**src/rtl/uart_pkg.sv**
```systemverilog
// Shared types and helpers for the configurable UART transmitter.
package uart_pkg;

    typedef enum logic [1:0] {
        PAR_NONE  = 2'd0,
        PAR_EVEN  = 2'd1,
        PAR_ODD   = 2'd2,
        PAR_NONE2 = 2'd3
    } parity_e;

    typedef enum logic {
        IDLE     = 1'b0,
        TRANSMIT = 1'b1
    } uart_tx_state_e;

    localparam int FRAME_W = 12;

    // Encoded data_bits field to number of data bits on the line (5..8).
    function automatic logic [3:0] data_len(input logic [1:0] code);
        return 4'd5 + {2'b00, code};
    endfunction

endpackage

```
**src/rtl/uart_tx_cfg_fifo.sv**
```systemverilog
// Byte FIFO with registered read port, occupancy count and one-clock-lagged flags.
module fifo #(
    parameter int WIDTH = 8,
    parameter int DEPTH = 32
) (
    input  logic                     clk,
    input  logic                     rstz,
    input  logic                     clear,
    input  logic                     push,
    input  logic                     pop,
    input  logic [WIDTH-1:0]         din,
    output logic [WIDTH-1:0]         dout,
    output logic [$clog2(DEPTH):0]   count,
    output logic                     full,
    output logic                     empty
);

    localparam int AW = $clog2(DEPTH);
    localparam logic [AW:0] FULL_COUNT = DEPTH[AW:0];

    logic [WIDTH-1:0] mem [DEPTH];
    logic [WIDTH-1:0] dout_reg;
    logic [AW-1:0]    wr_ptr_reg;
    logic [AW-1:0]    rd_ptr_reg;
    logic [AW:0]      count_reg;
    logic             full_reg;
    logic             empty_reg;
    logic             push_ok;
    logic             pop_ok;

    // clear takes priority over both a push and a pop in the same cycle
    assign push_ok = push & ~clear & (count_reg != FULL_COUNT);
    assign pop_ok  = pop  & ~clear & (count_reg != '0);

    always_ff @(posedge clk or negedge rstz) begin
        if (!rstz) begin
            wr_ptr_reg <= '0;
            rd_ptr_reg <= '0;
            count_reg  <= '0;
            full_reg   <= 1'b0;
            empty_reg  <= 1'b1;
        end else begin
            if (clear) begin
                wr_ptr_reg <= '0;
                rd_ptr_reg <= '0;
                count_reg  <= '0;
            end else begin
                if (push_ok) wr_ptr_reg <= wr_ptr_reg + 1'b1;
                if (pop_ok)  rd_ptr_reg <= rd_ptr_reg + 1'b1;
                count_reg <= count_reg + (AW+1)'(push_ok) - (AW+1)'(pop_ok);
            end
            full_reg  <= (count_reg == FULL_COUNT);
            empty_reg <= (count_reg == '0);
        end
    end

    // Storage and head read kept reset-free so the array maps onto block RAM.
    always_ff @(posedge clk) begin
        if (push_ok) mem[wr_ptr_reg] <= din;
        dout_reg <= mem[rd_ptr_reg];
    end

    assign dout  = dout_reg;
    assign count = count_reg;
    assign full  = full_reg;
    assign empty = empty_reg;

endmodule

```
**src/rtl/uart_tx_cfg.sv**
```systemverilog
// Wishbone-fed UART transmitter with runtime frame format (5-8 data bits,
// none/even/odd parity, 1 or 2 stop bits) and a bit-rate prescaler.
module uart_tx_cfg
    import uart_pkg::*;
#(
    parameter int BUFFER = 32
) (
    input  logic        clk,
    input  logic        rstz,
    output logic        tx,
    input  logic [15:0] prescaler,
    input  logic [1:0]  data_bits,
    input  logic [1:0]  parity,
    input  logic        stop2,
    input  logic        enable,
    input  logic        clear,
    output logic        full,
    output logic        empty,
    output logic [15:0] size,
    output logic        busy,
    input  logic [7:0]  dat_i,
    input  logic        we_i,
    input  logic        stb_i,
    output logic        ack_o
);

    localparam int AW = $clog2(BUFFER);

    logic                ack_reg;
    logic                push;
    logic                init;
    logic [7:0]          fifo_dout;
    logic [AW:0]         fifo_count;
    logic                fifo_empty;

    uart_tx_state_e      state_reg, state_next;
    logic [15:0]         timer_reg, timer_next;
    logic [15:0]         prescaler_reg, prescaler_next;
    logic [FRAME_W-1:0]  shift_reg, shift_next;
    logic [FRAME_W-1:0]  trk_reg, trk_next;
    logic                busy_reg, busy_next;

    logic [FRAME_W-1:0]  frame;
    logic [3:0]          frame_len;
    logic [3:0]          n_bits;
    logic                par_en;
    logic                par_bit;
    logic [7:0]          masked;
    logic                tick;

    // Registered-feedback handshake: ack follows a write strobe by one cycle.
    always_ff @(posedge clk or negedge rstz) begin
        if (!rstz) ack_reg <= 1'b0;
        else       ack_reg <= stb_i & we_i;
    end

    assign ack_o = stb_i & ack_reg;
    assign push  = stb_i & we_i & ack_reg;

    fifo #(
        .WIDTH (8),
        .DEPTH (BUFFER)
    ) u_buffer (
        .clk   (clk),
        .rstz  (rstz),
        .clear (clear),
        .push  (push),
        .pop   (init),
        .din   (dat_i),
        .dout  (fifo_dout),
        .count (fifo_count),
        .full  (full),
        .empty (fifo_empty)
    );

    assign empty = fifo_empty;
    assign size  = 16'(fifo_count);

    // Whole frame assembled at init; unused upper slots stay 1 so they double as stop/idle.
    always_comb begin
        n_bits  = data_len(data_bits);
        par_en  = (parity_e'(parity) == PAR_EVEN) || (parity_e'(parity) == PAR_ODD);
        masked  = '0;
        frame   = '1;
        frame[0] = 1'b0;
        for (int i = 0; i < 8; i++) begin
            if (i < int'(n_bits)) begin
                masked[i]    = fifo_dout[i];
                frame[i + 1] = fifo_dout[i];
            end
        end
        par_bit = (^masked) ^ (parity_e'(parity) == PAR_ODD);
        if (par_en) frame[n_bits + 4'd1] = par_bit;
        frame_len = 4'd1 + n_bits + {3'b000, par_en} + (stop2 ? 4'd2 : 4'd1);
    end

    assign init = (state_reg == IDLE) & enable & ~fifo_empty & (fifo_count != '0);
    assign tick = (timer_reg == prescaler_reg);

    always_ff @(posedge clk or negedge rstz) begin
        if (!rstz) begin
            state_reg     <= IDLE;
            timer_reg     <= '0;
            prescaler_reg <= '0;
            shift_reg     <= '1;
            trk_reg       <= '0;
            busy_reg      <= 1'b0;
        end else begin
            state_reg     <= state_next;
            timer_reg     <= timer_next;
            prescaler_reg <= prescaler_next;
            shift_reg     <= shift_next;
            trk_reg       <= trk_next;
            busy_reg      <= busy_next;
        end
    end

    always_comb begin
        state_next     = state_reg;
        timer_next     = timer_reg;
        prescaler_next = prescaler_reg;
        shift_next     = shift_reg;
        trk_next       = trk_reg;
        busy_next      = busy_reg;
        case (state_reg)
            IDLE: begin
                if (init) begin
                    state_next     = TRANSMIT;
                    timer_next     = '0;
                    prescaler_next = prescaler;
                    shift_next     = frame;
                    trk_next       = 12'd1 << (frame_len - 4'd1);
                    busy_next      = 1'b1;
                end
            end
            TRANSMIT: begin
                if (tick) begin
                    timer_next = '0;
                    shift_next = {1'b1, shift_reg[FRAME_W-1:1]};
                    trk_next   = trk_reg >> 1;
                    // tracker bit 0 marks the last stop bit of this frame
                    if (trk_reg[0]) begin
                        state_next = IDLE;
                        busy_next  = 1'b0;
                    end
                end else begin
                    timer_next = timer_reg + 16'd1;
                end
            end
            default: state_next = IDLE;
        endcase
    end

    assign tx   = shift_reg[0];
    assign busy = busy_reg;

endmodule

```
**config.mk**
```make
export PLATFORM = sky130hd
export DESIGN_NAME = uart_tx_cfg
export DESIGN_NICKNAME = d
export VERILOG_FILES = /design/src/rtl/uart_pkg.sv /design/src/rtl/uart_tx_cfg_fifo.sv /design/src/rtl/uart_tx_cfg.sv
export SDC_FILE = /design/constraint.sdc
export NUM_CORES = 1
export LEC_CHECK = 0
export CAP_MARGIN = 20
export CORE_MARGIN = 8
export CORE_UTILIZATION = 61
export CTS_CLUSTER_DIAMETER = 60
export DETAILED_ROUTE_END_ITERATION = 8
export PLACE_DENSITY = 0.91
export SLEW_MARGIN = 20
export SYNTH_ARGS = -nofsm -noshare
export SYNTH_HDL_FRONTEND = slang
export SYNTH_HIERARCHICAL = 1
export SYNTH_SLANG_ARGS = --single-unit
```
**constraint.sdc**
```tcl
create_clock -name clk -period 3.8 [get_ports clk]
set_input_delay 0.95 -clock clk [delete_from_list [all_inputs] [get_ports clk]]
set_output_delay 0.95 -clock clk [all_outputs]
set_load 0.02 [all_outputs]
```
; Word level (Yosys, flattened, before mapping)
; Memories as Yosys holds them, arrays and structs flattened. A register that Yosys moved wholly into a read port is not among the register bits.
; Cells that the tools add are included.
[word_totals]
ff_bits = 77
latchBits = 0
ram_bits = 256
rom_bits = 0
in_bits = 35
output_inout_bits = 21
elab_cells = 111
mem_count = 1
[classes]
add_sub_neg = 10
n_mul = 0
n_div = 0
magnitude_cmp = 10
eq_ne = 8
shift = 1
muxes = 45
bitwise_logic = 14
n_reduce_logical = 10
[memory_table]
columns = name, depth, word_bits, read_ports, rd_ports_with_merged_regs, wr, line
row1 = u_buffer.mem, 32, 8, 1, 1, 1, uart_tx_cfg_fifo.sv:21  ; logic [WIDTH-1:0] mem [DEPTH];
[op_table]
columns = cell, count
row1 = 12-bit 2-to-1 mux, 5
row2 = 12-bit case mux with 2 select lines, 2
row3 = 16-bit 2-to-1 mux, 2
row4 = 16-bit case mux with 2 select lines, 1
row5 = 1-bit 2-to-1 mux, 25
row6 = 5-bit 2-to-1 mux, 4
row7 = 16-bit by 1-bit adder with 16-bit output (second input constant), 1
row8 = 16-bit == test, 1
row9 = 3-bit by 4-bit < comparator with 1-bit output (first input constant), 4
row10 = 12-bit bitwise mux, 1
row11 = 1-bit by 4-bit left shift with 12-bit output (first input constant), 1
row12 = 5-bit by 1-bit adder with 5-bit output (second input constant), 2
row13 = 1-bit AND, 10
row14 = 1-bit by 4-bit < comparator with 1-bit output (first input constant), 2
row15 = 2-bit by 4-bit < comparator with 1-bit output (first input constant), 2
row16 = 8-bit parity, 1
row17 = 6-bit by 1-bit adder with 6-bit output, 1
row18 = 6-bit == test (second input constant), 1
row19 = 6-bit logical NOT, 1
row20 = 6-bit 2-to-1 mux, 1
row21 = 2-bit by 1-bit != test with 1-bit output (second input constant), 3
row22 = 6-bit != test (second input constant), 1
row23 = 6-bit nonzero test, 1
row24 = 6-bit by 1-bit subtractor with 6-bit output, 1
row25 = other kinds (19), 24

; Logic depth before layout (Yosys ltp)
[logic_depth]
word_depth = 10
depth_mapped = 15
ltp_nobuf = 13

; Hierarchy
; The synthesis kept the hierarchy.
[by_module_without_submodules]
columns = mod, n_inst, cells_per_inst, area_per_inst_um2, seq_area_each_um2
row1 = fifo, 1, 630, 11339.6, 8299.2
row2 = uart_tx_cfg, 1, 365, 3656.0, 1491.4

; Least setup slack after synthesis
; No wires, ideal clock.
[synth_timing]
path_type = input port to flip-flop
from = input port enable
to = register u_buffer.count_reg[5] (netlist: u_buffer/count[5])
setup_time_ps = 69
arrival_time_ps = 3561
required_ps = 3731
setup_slack_ps = 170
path_stages = 14
path_buffers = 2
path_cell_list = or3b_2 -> a31o_2 -> clkbuf_1 -> clkinv_1 -> buf_2 -> nand2_1 -> nor2_1 -> ha_1 -> inv_1 -> ha_1 -> a21o_1 -> a21oi_1 -> or4_1 -> nand3_1
[synth_via]
elab_chain_cells = 7
[synth_rtl]
columns = item, line
row1 = from (decl), uart_tx_cfg.sv:15  ; input logic enable,
row2 = 1-bit AND (3 in series), uart_tx_cfg.sv:97  ; assign init = (state_reg == IDLE) & enable & ~fifo_empty & (fifo_count != '0);
row3 = net init, uart_tx_cfg.sv:31  ; logic init;
row4 = 1-bit AND (2 in series), uart_tx_cfg_fifo.sv:33  ; assign pop_ok = pop & ~clear & (count_reg != '0);
row5 = 6-bit by 1-bit subtractor with 6-bit output, uart_tx_cfg_fifo.sv:50  ; count_reg <= count_reg + (AW+1)'(push_ok) - (AW+1)'(pop_ok);
row6 = 6-bit 2-to-1 mux, uart_tx_cfg_fifo.sv:43  ; if (clear) begin
row7 = to (signal assigned), uart_tx_cfg_fifo.sv:50
row8 = to (decl), uart_tx_cfg_fifo.sv:25  ; logic [AW:0] count_reg;
; The timed path passes the listed nets, and every way through them passes these cells.
; A chain may end at the register's enable or synchronous reset.

; Worst setup path after layout
[layout_timing]
from = input port data_bits[0]
to = register trk_reg[9]
[layout_via]
elab_chain_cells = 8
[layout_rtl]
columns = item, line
row1 = from (decl), uart_tx_cfg.sv:12  ; input logic [1:0] data_bits,
row2 = 3-bit by 2-bit adder with 4-bit output, uart_pkg.sv:20  ; return 4'd5 + {2'b00, code};
row3 = 1-bit by 4-bit adder with 4-bit output, uart_tx_cfg.sv:94  ; frame_len = 4'd1 + n_bits + {3'b000, par_en} + (stop2 ? 4'd2 : 4'd1);
row4 = 4-bit by 1-bit adder with 4-bit output, uart_tx_cfg.sv:94
row5 = 4-bit by 2-bit adder with 4-bit output, uart_tx_cfg.sv:94
row6 = 4-bit by 1-bit subtractor with 4-bit output, uart_tx_cfg.sv:132  ; trk_next = 12'd1 << (frame_len - 4'd1);
row7 = 1-bit by 4-bit left shift with 12-bit output, uart_tx_cfg.sv:132
row8 = 12-bit 2-to-1 mux, uart_tx_cfg.sv:127  ; if (init) begin
row9 = 12-bit case mux with 2 select lines, uart_tx_cfg.sv:125  ; case (state_reg)
row10 = to (signal assigned), uart_tx_cfg.sv:113  ; trk_reg <= trk_next;
row11 = to (decl), uart_tx_cfg.sv:40  ; logic [FRAME_W-1:0] trk_reg, trk_next;
; Every way passes these cells. The select of a mux whose other input is x is not followed.

==> metrics.txt <==
WS Path Type in -> reg; postcts setup bufs 0; pins over their slew limit 0; CTS tree yes; CP required 4.21 ns; max reg flops approximately 260; worst reg2reg path depth 13; Worst Setup End Kind register; input/output buffers 45; Worst EP arrival 3.75 ns; wire per inst about 25 um; Top FF cell, synth edfxtp_1; Final setup viols 0; hold slack between 0.4 and 0.5 ns; sequential share of the synthesized area 0.653; number of max-cap violations 0; vias in the first global route 9549; register area 9790 sq um; RSZ-0062 raised after global routing no; # H-tree levels 2; total track usage 0.239; clk sinks roughly 340; Max Freq 300 MHz; Die H about 170 um; Post-DP HPWL 21400 um; worst setup path endpoint trk_reg[9]; initial antenna violation count 0; clk_skew roughly 0.022 ns; Max VDD drop 0.441 mV; ys async rst share 0.226; worst r2r src u_buffer/count[2]; CP Launch Type primary input; Reg clk slew, reported paths 0.06 ns; Num CTS Buffers 35; FILL cells ~1.5k; CTS Hold Bufs 0; Distinct cells, synth 73; Cell Pwr Density 518 nW/um^2; io pins 56; Iteration-0 DRC Markers 1230; DR vias/cell approximately 6.5; Tmin final 3.34 ns; Syn Area/Cell approximately 15 sq um; first-pass GRT wire length about 56000 um; R2R setup slack just over 0.9 ns; number of synthesized register bits 341; Routed Antenna Nets 0; GPL Wtd Cong 0.840; Setup Total Neg Slack 0 ns; nets 1163; largest net degree at the start of global routing 78; critical path fanouts, max 3; # DRC 0; Core Area 24200 sq um; Worst Tran Pin Value between 1 and 1.5 ns; status finished clean; total chip power ~9 mW; Die Span X 173 um; Synth Warn # 6; Syn Std Cell Area between 10000 and 15000 sq um; post-CTS sizing 0; Via Count 9390; Hold WC Path Type reg -> reg; Multi-input gate area 4750 sq um; leakage power between 5 and 6 nW; layout cells sized above 1 0.155; beginning of the critical path data_bits[0]; Routed WL 36300 um; clock buffer depth 3; Clock Latency Late Sink between 0.5 and 0.6 ns; area grow syn2layout 13.9%; Post-synth EDFFs 256; DIE AREA 29900 sq um; Starting Density 0.618; Synth Instances 995; GR Overflow Total 0; Pre-antenna DRT Iters 6; Rows 57; Max-Slew Margin vs Limit 0.260; placed insts 1384; Reg-to-Reg End u_buffer/count[4]; Final Hold Vio Count 0; period utilisation layout 0.879; clk root buf clkbuf_16; n_diodes 0; Layout Cells excl Fill 1446
==> worst max-delay path, stage by stage <==
cell and delay, ns:
clkdlybuf4s50_1 0.47, inv_1 0.06, ha_1 0.30, xor2_1 0.15, ha_1 0.32, fa_1 0.46, xor2_1 0.17, xnor2_1 0.16
and2_1 0.20, a32o_1 0.26, mux2_2 0.25
==> cells in the mapped netlist, types with 7 or more instances <==
master    number  area [sq um]
buf_4         14           105
dfstp_2       13           342
a22o_1        17           149
nor2b_1        9          56.3
xnor2_1       30           263
mux4_1        22           578
mux2_2        28           315
nand2_1       50           188
edfxtp_1     256          7690
nand3_1       40           200
a221oi_1       7          61.3
mux2i_1       65           651
a22oi_1       25           188
dfrtp_1       64          1600
nor2_1        67           251
o21ai_0       23           115
clkbuf_1      20          75.1
mux4_2        10           225
a31oi_1        7          43.8
xor2_1        13           114
inv_1         28           105
a21o_1         7          52.6
ha_1          29           363
buf_2          7          35.0
a21oi_1       21           105
dfxtp_1        8           160
nand4_1       10          62.6
==> where the power goes <==
part / total, mW / switching (mW) / internal [mW]
clock: 3.21 / 1.43 / 1.79
combinational: 1.12 / 0.603 / 0.521
sequential: 4.51 / 0.204 / 4.30
total: 8.84 / 2.23 / 6.61
==> per-layer routing <==
layer  vias up  global-route usage  wire (um)
li1       3993                   -          -
met1      4657               0.290      13000
met2       609               0.405      18000
met3       131              0.0508       3560
met4         0               0.110       1700
met5         -                   0          0
==> worst min-delay path by stage <==
stage / from / endpoint / slack, ns / cells after the start
after global placement: trk_reg[7] / trk_reg[7] / 0.48 / 1
after floorplan: trk_reg[7] / trk_reg[7] / 0.46 / 1
after detailed placement: trk_reg[7] / trk_reg[7] / 0.48 / 1
after CTS: trk_reg[7] / trk_reg[7] / 0.49 / 1
final: trk_reg[7] / trk_reg[7] / 0.49 / 1
after global routing: trk_reg[7] / trk_reg[7] / 0.51 / 1
==> logic make-up (layout without fill, tap and decap cells) <==
kind of cell,after synthesis,count (layout),share of synthesized area
adders and majority gates,31,31,0.0269
DFF,341,341,0.653
and+or+nand+nor,222,222,0.0718
AOI/OAI and AO/OA,143,143,0.0683
xor gates and xnor gates,45,45,0.0281
other,1,10,0.000250
buffers and inverters,86,204,0.0331
muxes,126,126,0.119
==> cell usage in the layout, fill, tap and decap left out, types with 25 or more instances in the layout <==
cell type        instances
nor2_1                  67
dfrtp_1                 63
edfxtp_1               256
clkdlybuf4s50_1         44
nand2_1                 50
inv_1                   28
nand3_1                 40
mux2_2                  28
clkbuf_16               35
ha_1                    29
buf_4                   68
xnor2_1                 30
a22oi_1                 25
mux2i_1                 65
==> through the flow <==
step | utilization | worst slack, ns | cell area, sq um
3_5_place_dp | 0.661 | -0.0830 | 16000
3_3_place_gp | 0.661 | -0.00636 | 16000
6_report | 0.704 | 0.461 | 17100
5_1_grt | 0.704 | 0.354 | 17100
2_1_floorplan | - | 0.170 | 15000
4_1_cts | 0.704 | 0.465 | 17100
==> cell type report <==
cell class / instances / share of cell area
clock inverter: 18 / 0.00842
timing repair buffer: 113 / 0.0568
sequential: 341 / 0.573
inverter: 29 / 0.00637
clock buffer: 44 / 0.0532
multi-input combinational: 577 / 0.278
tap: 324 / 0.0237
Note: power is estimated with default switching activity, not from simulation.
